### src/rtl/cv32e40p_pkg2_ft.sv
// Shared definitions for the fault-tolerance supervisor: register map and FSM encoding.
package cv32e40p_pkg2_ft;

  localparam logic [7:0] FTS_STATUS   = 8'h00;
  localparam logic [7:0] FTS_CTRL     = 8'h01;
  localparam logic [7:0] FTS_BLK_BASE = 8'h10;
  localparam logic [7:0] FTS_DET      = 8'h00;
  localparam logic [7:0] FTS_COR      = 8'h01;
  localparam logic [7:0] FTS_BROKEN   = 8'h02;
  localparam logic [7:0] FTS_FORCE    = 8'h03;

  typedef enum logic [0:0] {
    FTS_IDLE,
    FTS_CLEAR
  } fts_state_e;

  // Fatal when at least two of the three replica lanes are broken.
  function automatic logic fts_fatal(input logic [2:0] lanes);
    return (lanes[0] & lanes[1]) | (lanes[0] & lanes[2]) | (lanes[1] & lanes[2]);
  endfunction

endpackage

### src/rtl/cv32e40p_ft_err_counter.sv
// Saturating error counter; clear takes priority over increment.
module cv32e40p_ft_err_counter #(
  parameter int unsigned CntW = 16
) (
  input  logic            clk,
  input  logic            rst_n,
  input  logic            inc_i,
  input  logic            clr_i,
  output logic [CntW-1:0] cnt_o
);

  logic [CntW-1:0] cnt_q, cnt_d;

  always_comb begin
    cnt_d = cnt_q;
    if (clr_i) begin
      cnt_d = '0;
    end else if (inc_i && (cnt_q != {CntW{1'b1}})) begin
      cnt_d = cnt_q + CntW'(1);
    end
  end

  always_ff @(posedge clk or negedge rst_n) begin
    if (!rst_n) begin
      cnt_q <= '0;
    end else begin
      cnt_q <= cnt_d;
    end
  end

  assign cnt_o = cnt_q;

endmodule

### src/rtl/cv32e40p_ft_supervisor.sv
// Fault-tolerance supervisor: per-wrapper error counters, broken-lane pending/irq,
// forced-broken control and a single-cycle request/grant register port.
module cv32e40p_ft_supervisor
  import cv32e40p_pkg2_ft::*;
#(
  parameter int unsigned N_BLOCKS = 4,
  parameter int unsigned CNT_W    = 16
) (
  input  logic                  clk,
  input  logic                  rst_n,
  input  logic [N_BLOCKS-1:0]   err_detected_i,
  input  logic [N_BLOCKS-1:0]   err_corrected_i,
  input  logic [3*N_BLOCKS-1:0] is_broken_i,
  output logic [3*N_BLOCKS-1:0] set_broken_o,
  input  logic                  req_i,
  input  logic                  we_i,
  input  logic [7:0]            addr_i,
  input  logic [31:0]           wdata_i,
  output logic                  gnt_o,
  output logic                  rvalid_o,
  output logic [31:0]           rdata_o,
  output logic                  irq_o
);

  fts_state_e            state_q, state_d;
  logic [3:0]            clr_idx_q, clr_idx_d;
  logic [N_BLOCKS-1:0]   status_q, status_d, edge_blk, cnt_clr;
  logic [3*N_BLOCKS-1:0] force_q, force_d, brk_q, edge_q;
  logic                  irq_en_q, irq_en_d, init_q, rvalid_q;
  logic [31:0]           rdata_q, rdata_d;
  logic                  gnt, wr;
  logic [CNT_W-1:0]      det_cnt [N_BLOCKS];
  logic [CNT_W-1:0]      cor_cnt [N_BLOCKS];
  logic                  unused_wdata;

  assign unused_wdata = ^wdata_i;

  assign gnt = rst_n & req_i & (state_q == FTS_IDLE);
  assign wr  = gnt & we_i;

  for (genvar b = 0; b < N_BLOCKS; b++) begin : g_blk
    assign cnt_clr[b]  = (state_q == FTS_CLEAR) && (clr_idx_q == 4'(b));
    assign edge_blk[b] = |edge_q[3*b +: 3];

    cv32e40p_ft_err_counter #(.CntW(CNT_W)) u_det_cnt (
      .clk   (clk),
      .rst_n (rst_n),
      .inc_i (err_detected_i[b]),
      .clr_i (cnt_clr[b]),
      .cnt_o (det_cnt[b])
    );

    cv32e40p_ft_err_counter #(.CntW(CNT_W)) u_cor_cnt (
      .clk   (clk),
      .rst_n (rst_n),
      .inc_i (err_corrected_i[b]),
      .clr_i (cnt_clr[b]),
      .cnt_o (cor_cnt[b])
    );
  end

  always_comb begin
    state_d   = state_q;
    clr_idx_d = clr_idx_q;
    irq_en_d  = irq_en_q;
    force_d   = force_q;
    status_d  = status_q;

    unique case (state_q)
      FTS_IDLE: begin
        if (wr && (addr_i == FTS_CTRL) && wdata_i[0]) begin
          state_d   = FTS_CLEAR;
          clr_idx_d = '0;
        end
      end
      FTS_CLEAR: begin
        if (clr_idx_q == 4'(N_BLOCKS - 1)) begin
          state_d = FTS_IDLE;
        end else begin
          clr_idx_d = clr_idx_q + 4'd1;
        end
      end
      default: state_d = FTS_IDLE;
    endcase

    if (wr) begin
      if (addr_i == FTS_STATUS) status_d = status_q & ~wdata_i[N_BLOCKS-1:0];
      if (addr_i == FTS_CTRL)   irq_en_d = wdata_i[1];
      for (int b = 0; b < N_BLOCKS; b++) begin
        if (addr_i == FTS_BLK_BASE + 8'(4 * b) + FTS_FORCE) force_d[3*b +: 3] = wdata_i[2:0];
      end
    end
    // A new broken edge beats a simultaneous write-1-to-clear.
    status_d = status_d | edge_blk;
  end

  always_comb begin
    rdata_d = '0;
    if (gnt && !we_i) begin
      if (addr_i == FTS_STATUS) rdata_d = 32'(status_q);
      if (addr_i == FTS_CTRL)   rdata_d = {30'd0, irq_en_q, 1'b0};
      for (int b = 0; b < N_BLOCKS; b++) begin
        if (addr_i == FTS_BLK_BASE + 8'(4 * b) + FTS_DET) rdata_d = 32'(det_cnt[b]);
        if (addr_i == FTS_BLK_BASE + 8'(4 * b) + FTS_COR) rdata_d = 32'(cor_cnt[b]);
        if (addr_i == FTS_BLK_BASE + 8'(4 * b) + FTS_BROKEN) begin
          rdata_d = {28'd0, fts_fatal(is_broken_i[3*b +: 3]), is_broken_i[3*b +: 3]};
        end
        if (addr_i == FTS_BLK_BASE + 8'(4 * b) + FTS_FORCE) rdata_d = {29'd0, force_q[3*b +: 3]};
      end
    end
  end

  always_ff @(posedge clk or negedge rst_n) begin
    if (!rst_n) begin
      state_q   <= FTS_IDLE;
      clr_idx_q <= '0;
      status_q  <= '0;
      force_q   <= '0;
      irq_en_q  <= 1'b0;
      brk_q     <= '0;
      edge_q    <= '0;
      init_q    <= 1'b0;
      rvalid_q  <= 1'b0;
      rdata_q   <= '0;
    end else begin
      state_q   <= state_d;
      clr_idx_q <= clr_idx_d;
      status_q  <= status_d;
      force_q   <= force_d;
      irq_en_q  <= irq_en_d;
      brk_q     <= is_broken_i;
      init_q    <= 1'b1;
      // The first sample after reset only primes brk_q, so lanes broken at release stay quiet.
      edge_q    <= init_q ? (is_broken_i & ~brk_q) : '0;
      rvalid_q  <= gnt;
      rdata_q   <= rdata_d;
    end
  end

  assign gnt_o        = gnt;
  assign rvalid_o     = rvalid_q;
  assign rdata_o      = rdata_q;
  assign set_broken_o = force_q;
  assign irq_o        = irq_en_q & (|status_q);

endmodule

### config.mk
export PLATFORM = sky130hd
export DESIGN_NAME = cv32e40p_ft_supervisor
export DESIGN_NICKNAME = d
export VERILOG_FILES = /design/src/rtl/cv32e40p_pkg2_ft.sv /design/src/rtl/cv32e40p_ft_err_counter.sv /design/src/rtl/cv32e40p_ft_supervisor.sv
export SDC_FILE = /design/constraint.sdc
export NUM_CORES = 1
export LEC_CHECK = 0
export CORE_MARGIN = 4
export CORE_UTILIZATION = 35
export CTS_CLUSTER_SIZE = 10
export DETAILED_ROUTE_END_ITERATION = 8
export GPL_TIMING_DRIVEN = 0
export PLACE_DENSITY = 0.58
export SKIP_LAST_GASP = 1
export SLEW_MARGIN = 20
export SYNTH_ARGS = -nofsm -noshare
export SYNTH_HDL_FRONTEND = slang
export SYNTH_SLANG_ARGS = --single-unit
### constraint.sdc
create_clock -name clk -period 2.07 [get_ports clk]
set_clock_uncertainty 0.1 [all_clocks]
set_input_delay 0.414 -clock clk [delete_from_list [all_inputs] [get_ports clk]]
set_output_delay 0.414 -clock clk [all_outputs]
set_load 0.01 [all_outputs]
Yosys cells after proc, flatten, opt, wreduce, memory -nomap -nowiden
Index checks and enable logic that the tools add are counted.

operators by class
  equal/unequal tests = 30
  $add $sub $neg = 9
  reduce and logical (&&, ||, !) cells = 37
  multiply operators = 0
  order comparisons = 0
  div/mod/pow operators = 0
  bitwise gates (word level) = 30
  shift-type cells = 0
  mux-type cells = 44

operator list
  kind                                                                   count
  32-bit two-way mux                                                     18
  16-bit two-way mux                                                     16
  16-bit by 1-bit adder with 16-bit output, second input constant        8
  8-bit by 5-bit equality test with 1-bit output, second input constant  16
  16-bit != test, second input constant                                  8
  4-bit two-way mux                                                      5
  1-bit bitwise AND                                                      16
  2-bit nonzero test                                                     8
  1-bit logical AND                                                      15
  12-bit bitwise AND                                                     1
  12-bit two-way mux                                                     1
  12-bit inverter                                                        1
  2-bit AND reduction                                                    6
  3-bit OR reduction                                                     4
  4-bit by 2-bit equality test with 1-bit output, second input constant  2
  8-bit by 1-bit equality test with 1-bit output, second input constant  1
  8-bit logical NOT                                                      1
  1-bit OR                                                               8
  4-bit case mux with 2 select lines                                     1
  4-bit by 1-bit adder with 4-bit output, second input constant          1
  4-bit bitwise AND                                                      1
  4-bit by 1-bit equality test with 1-bit output, second input constant  1
  4-bit logical NOT                                                      1
  4-bit inverter                                                         1
  other kinds (8)                                                        9

word-level totals
  ROM bits = 0
  latch bits = 0
  register bits = 208
  logic and storage cells = 171
  output and inout bits = 47
  memories = 0
  RAM bits = 0
  input bits = 64

Logic depth before layout (Yosys ltp)
  depth after elaboration = 20
  gate-level depth with buffers = 8
  gate-level depth less buffers = 6

By module
A second synthesis with hierarchy kept.

unflattened totals
  cell total of the unflattened synthesis = 1,164
  area total of the unflattened synthesis = 11,562.3 µm²

modules (own cells, without submodules)
  module                   times used  area an instance (µm²)  sequential area each (µm²)  cells an instance
  cv32e40p_ft_err_counter  8           942.2                   400.4                       98
  cv32e40p_ft_supervisor   1           4,025.1                 1,601.5                     380

Least setup slack after synthesis
OpenSTA, ideal clock, no wires.

  path type = input-to-reg
  start = input addr_i[4]
  end = register rdata_q[3], in the netlist rdata_o[3]
  slack = -0.101 ns
  arrival = 1.951 ns
  setup time = 0.120 ns
  stages = 7
  required time = 1.850 ns
  cell sequence = buf_4 > or4b_1 > buf_2 > or4_1 > a21oi_1 > a21oi_1 > o211a_1

on the way
  longest elaborated chain between the ends = 20

RTL lines
  element                 line                           RTL
  start, declared         cv32e40p_ft_supervisor.sv:17   input logic [7:0] addr_i,
  8-bit logical NOT       cv32e40p_ft_supervisor.sv:100  if (addr_i == FTS_STATUS) rdata_d = 32'(status_q);
  4-bit two-way mux       cv32e40p_ft_supervisor.sv:100
  32-bit two-way mux      cv32e40p_ft_supervisor.sv:101  if (addr_i == FTS_CTRL) rdata_d = {30'd0, irq_en_q, 1'b0};
  32-bit two-way mux      cv32e40p_ft_supervisor.sv:103  if (addr_i == FTS_BLK_BASE + 8'(4 * b) + FTS_DET) rdata_d = 32'(det_cnt[b]);
  32-bit two-way mux      cv32e40p_ft_supervisor.sv:104  if (addr_i == FTS_BLK_BASE + 8'(4 * b) + FTS_COR) rdata_d = 32'(cor_cnt[b]);
  32-bit two-way mux      cv32e40p_ft_supervisor.sv:105  if (addr_i == FTS_BLK_BASE + 8'(4 * b) + FTS_BROKEN) begin
  32-bit two-way mux      cv32e40p_ft_supervisor.sv:108  if (addr_i == FTS_BLK_BASE + 8'(4 * b) + FTS_FORCE) rdata_d = {29'd0, force_q[3*b +: 3]};
  32-bit two-way mux      cv32e40p_ft_supervisor.sv:103
  [... 5 more ...]        n/a
  32-bit two-way mux      cv32e40p_ft_supervisor.sv:105
  32-bit two-way mux      cv32e40p_ft_supervisor.sv:108
  32-bit two-way mux      cv32e40p_ft_supervisor.sv:103
  32-bit two-way mux      cv32e40p_ft_supervisor.sv:104
  32-bit two-way mux      cv32e40p_ft_supervisor.sv:105
  32-bit two-way mux (*)  cv32e40p_ft_supervisor.sv:108
  32-bit two-way mux (*)  cv32e40p_ft_supervisor.sv:99   if (gnt && !we_i) begin
  named net rdata_d[3]    cv32e40p_ft_supervisor.sv:30   logic [31:0] rdata_q, rdata_d;
  end signal, assigned    cv32e40p_ft_supervisor.sv:136  rdata_q <= rdata_d;
  end, declared           cv32e40p_ft_supervisor.sv:30

The timed path passes the listed nets; every way through them passes the cells marked *.
A chain may end at the register's enable or synchronous reset.

Final worst setup path
  start = register g_blk[0].u_cor_cnt.cnt_q[1]
  end = register g_blk[0].u_cor_cnt.cnt_q[9]

on the way
  longest elaborated chain between the ends = 3

RTL lines
  element                                                                     line                                                          RTL
  start, declared                                                             cv32e40p_ft_err_counter.sv:12                                 logic [CntW-1:0] cnt_q, cnt_d;
  start signal, assigned                                                      cv32e40p_ft_err_counter.sv:27                                 cnt_q <= cnt_d;
  16-bit by 1-bit adder with 16-bit output or 16-bit != test (tied branches)  cv32e40p_ft_err_counter.sv:19, cv32e40p_ft_err_counter.sv:18
  16-bit two-way mux or 1-bit logical AND (tied branches)                     cv32e40p_ft_err_counter.sv:18                                 end else if (inc_i && (cnt_q != {CntW{1'b1}})) begin
  16-bit two-way mux or 2-bit nonzero test (tied branches)                    n/a

Several ways; a longest one is shown, not always the timed one. The select of a mux whose other input is x is not followed.

==> flow_metrics.tcl <==
set metrics [dict create \
    start_util_pct 35.5 \
    grt_use_total_pct 20.5 \
    p_seq_share_pct 48.0 \
    synth_enable_flop_cells 0 \
    drc_errors 0 \
    hp-class "in2reg" \
    fmax_mhz 478 \
    gp_congestion 0.947 \
    critical_path.slowest_cell "or4_4" \
    synth_area_per_cell_sq_um 9.25 \
    io_buffers 64 \
    p_sw_share_pct 34.6 \
    crit_type "reg2reg" \
    routed_wl_microns 35300 \
    p_int_mw 7.09 \
    vias 9892 \
    ff2ff_setup_slack_ns -0.02 \
    critical_path.top_delay_family "simple AND/OR/NAND/NOR gates" \
    area_delta_synth_final_pct 25.1 \
    cts_buffers 17 \
    path_max_fanout 8 \
    crit_path_frequent_cell "or4_4" \
    final_net_count 1386 \
    root_buffer "clkbuf_16" \
    utilization_pct 44.4 \
    cts_tree "built" \
    antenna_found_initial 1 \
    fin_area_sq_mm 0.0136 \
    coreArea_sq_mm 0.0306 \
    clkPwrFrac_pct 31.1 \
    crit_chain "ha_4, nand3_4, nor4b_4, or4_4, or4_4, a21oi_2" \
    async_flop_share_pct 100 \
    worst_setup_path_start_kind "flip-flop" \
    synth_cells 1172 \
    ys_dominant_reg_cell "dfrtp_1" \
    fp.dieW_microns 184 \
    ys_seq_area_share_pct 44.3 \
    finalSetupViolCount 2 \
    min_path_cells 3 \
    power.share.combinational_pct 20.9 \
    setup_slack_ns -0.0222 \
    timing.final.crit_share_pct 101 \
    die_h_microns 184 \
    placed_cell_area_sq_mm 0.0121 \
    dp_hpwl_microns 25000 \
    die_area_sq_mm 0.0339 \
    h-tree-depth 4 \
    grt_max_degree 68 \
    cts.reportedPaths.clkPinSlew_ns 0.08 \
    violations "setup timing" \
    endpoint_kind "flip-flop" \
    p_sw_mw 3.76 \
    synth_area_sq_mm 0.0108 \
    worstPathRequired_ns 2.35 \
    grt_pass1_wl_microns 54600 \
    fin_crit_ns 2.09 \
    yosysTopAreaCellShare_pct 44.3 \
    clock-sinks 192 \
    hold_start "addr_i[4]" \
    rsz0062_at_grt "yes" \
    r2r_cells 6 \
    ioPinCount 111 \
    ant_nets 0 \
    setup_tns_ns -0.0331 \
    crit_arrival_ns 2.37 \
    ys_top_cells_by_count "dfrtp_1 (192), nor2_1 (141), nand2_1 (93), o21ai_0 (63)" \
    viasPerCell 5.75 \
    rows 64 \
    yosys_warnings 0 \
    yosys.area.top_type "dfrtp_1" \
    drive_above_1_share_pct 17.7 \
    ir_drop_v 0.000522 \
    worstMarginPinSlew_ns 0.718 \
    cap_violations 0 \
    clockBufferDepth 2 \
    reg2reg_from "g_blk[0].u_cor_cnt.cnt_o[1]" \
    synth_most_common_cell "dfrtp_1" \
    clock_latency_ns 0.44 \
    dp_cells 1649 \
    maxSlewHeadroom_pct 52.0 \
    grt-ovfl-total 0 \
    max_stage_delay_ns 0.58 \
    drt_iter0_drc 905 \
    final-max-slew-violation-count 0 \
    synthTopCellsByArea "dfrtp_1 (44%), xor2_1 (5.0%), nor2_1 (4.9%), nand2_1 (3.2%), o21ai_0 (2.9%)" \
    final_cells 1720 \
    post_drt_wl_per_cell_microns 20.5 \
    status "finished, violations left" \
    p_per_area_mw_per_mm2 799 \
    first_pass_iters 5 \
    ys_types 74 \
    grt_pass1_vias 9346 \
    rr_endpoint "g_blk[0].u_cor_cnt.cnt_o[9]" \
    synth_seq_cells 192 \
    cp_num_buf_inv 0 \
    hold_violations 0 \
    cellLeakagePower_nw 5.72 \
    min_to "clr_idx_q[2]" \
]
==> how the worst max path moves through the flow <==
stage                                      startpoint                            to  slack [ns]  depth (start not counted)
after floorplan                             addr_i[4]                    rdata_o[3]       -0.01                          7
after detailed placement                    addr_i[2]                    rdata_o[5]       -1.55                          7
final                     g_blk[0].u_cor_cnt.cnt_o[1]   g_blk[0].u_cor_cnt.cnt_o[9]       -0.02                          6
after global placement                          rst_n  g_blk[0].u_cor_cnt.cnt_o[10]       -7.95                          1
after CTS                 g_blk[1].u_cor_cnt.cnt_o[8]  g_blk[1].u_cor_cnt.cnt_o[14]      -0.005                          5
after global routing      g_blk[0].u_cor_cnt.cnt_o[1]   g_blk[0].u_cor_cnt.cnt_o[9]       -0.07                          6
==> logic make-up after synthesis <==
kind of cell / share of synthesized area, %
compound gates: 17.3
xor+xnor: 6.62
fa+ha+maj: 1.57
buf+inv: 4.04
flops: 44.3
mux: 3.75
other cells: 0.0693
simple gates: 22.3
==> worst register-to-register path, cell delays in order, from the launching register on <==
cell and delay [ns]:
dfrtp_2 0.43, ha_4 0.18, nand3_4 0.09, nor4b_4 0.07, or4_4 0.58, or4_4 0.44, a21oi_2 0.13
==> layer usage <==
metal  global-route usage (%)  share of wire (%)  vias up
li1                         -                  -     4568
met3                     3.13                6.1       84
met1                     29.2                 45     4836
met5                        0                  0        -
met4                     6.48                3.4        0
met2                     32.3                 46      404
==> power groups by stage <==
stage / registers [mW] / logic, mW / clock network, mW
4_1_cts: 5.12 / 2.10 / 3.42
2_1_floorplan: 4.83 / 1.40 / 0
6_report: 5.21 / 2.27 / 3.37
5_1_grt: 5.27 / 2.54 / 3.60
3_3_place_gp: 5.20 / 1.88 / 0
3_5_place_dp: 5.21 / 1.93 / 0
==> registers in the layout, summed over array words and instances (netlist names) <==
signal,count
g_blk.u_cor_cnt.cnt_o,64
edge_q,12
init_q,1
rdata_o,16
irq_en_q,1
set_broken_o,12
rvalid_o,1
g_blk.u_det_cnt.cnt_o,64
state_q,1
brk_q,12
status_q,4
clr_idx_q,4
==> stage by stage <==
stage	setup WS [ns]	power, mW	hold WS, ns
floorplan	-0.0131	6.23	0.0184
global placement	-7.95	7.08	0.282
detailed placement	-1.55	7.13	0.282
CTS	-0.00520	10.6	0.232
global route	-0.0667	11.4	0.298
finish	-0.0222	10.8	0.239
==> cell usage in the layout (no fill, tap or decap), types with 12 or more instances in the layout <==
master           Yosys  layout
a21oi_1             62      58
a22o_1              12      12
a22oi_1             12      12
and2_1              13      13
and3_1              24      24
and4_1              19      17
buf_4               17      55
clkbuf_16            0      18
clkbuf_2             0      13
clkdlybuf4s50_1      0      55
conb_1               2      17
dfrtp_1            192     173
dfrtp_2              0      19
inv_1               19      19
mux2_2              17      17
mux2i_1             17      17
nand2_1             93      93
nand3_1             44      39
nand4_1             36      36
nor2_1             141     135
nor3_1              29      25
o2111ai_1           14      13
o211ai_1            23      23
o21ai_0             63      57
or3_1               18      15
or4_1               14      12
xnor2_1             20      20
xor2_1              62      62
==> layout make-up <==
cell class,count,area [sq um]
Antenna cell,1,2.50
Buffer,63,439
Multi-Input combinational cell,901,5940
Clock buffer,18,439
Timing Repair Buffer,115,1200
Tap cell,396,495
Clock inverter,14,146
Inverter,20,76.3
Sequential cell,192,4830
Fill cell,2938,17000
==> repair_timing <==
action                                  CTS  global route
endpoints found under the setup margin  151           127
hold endpoints to repair                 93             0
gates cloned                              3             1
setup buffers                            23            16
pin swaps                                21            13
hold buffers                              6             0
gates resized for setup                  90            78
No activity file was read; power rests on OpenSTA's default activity.
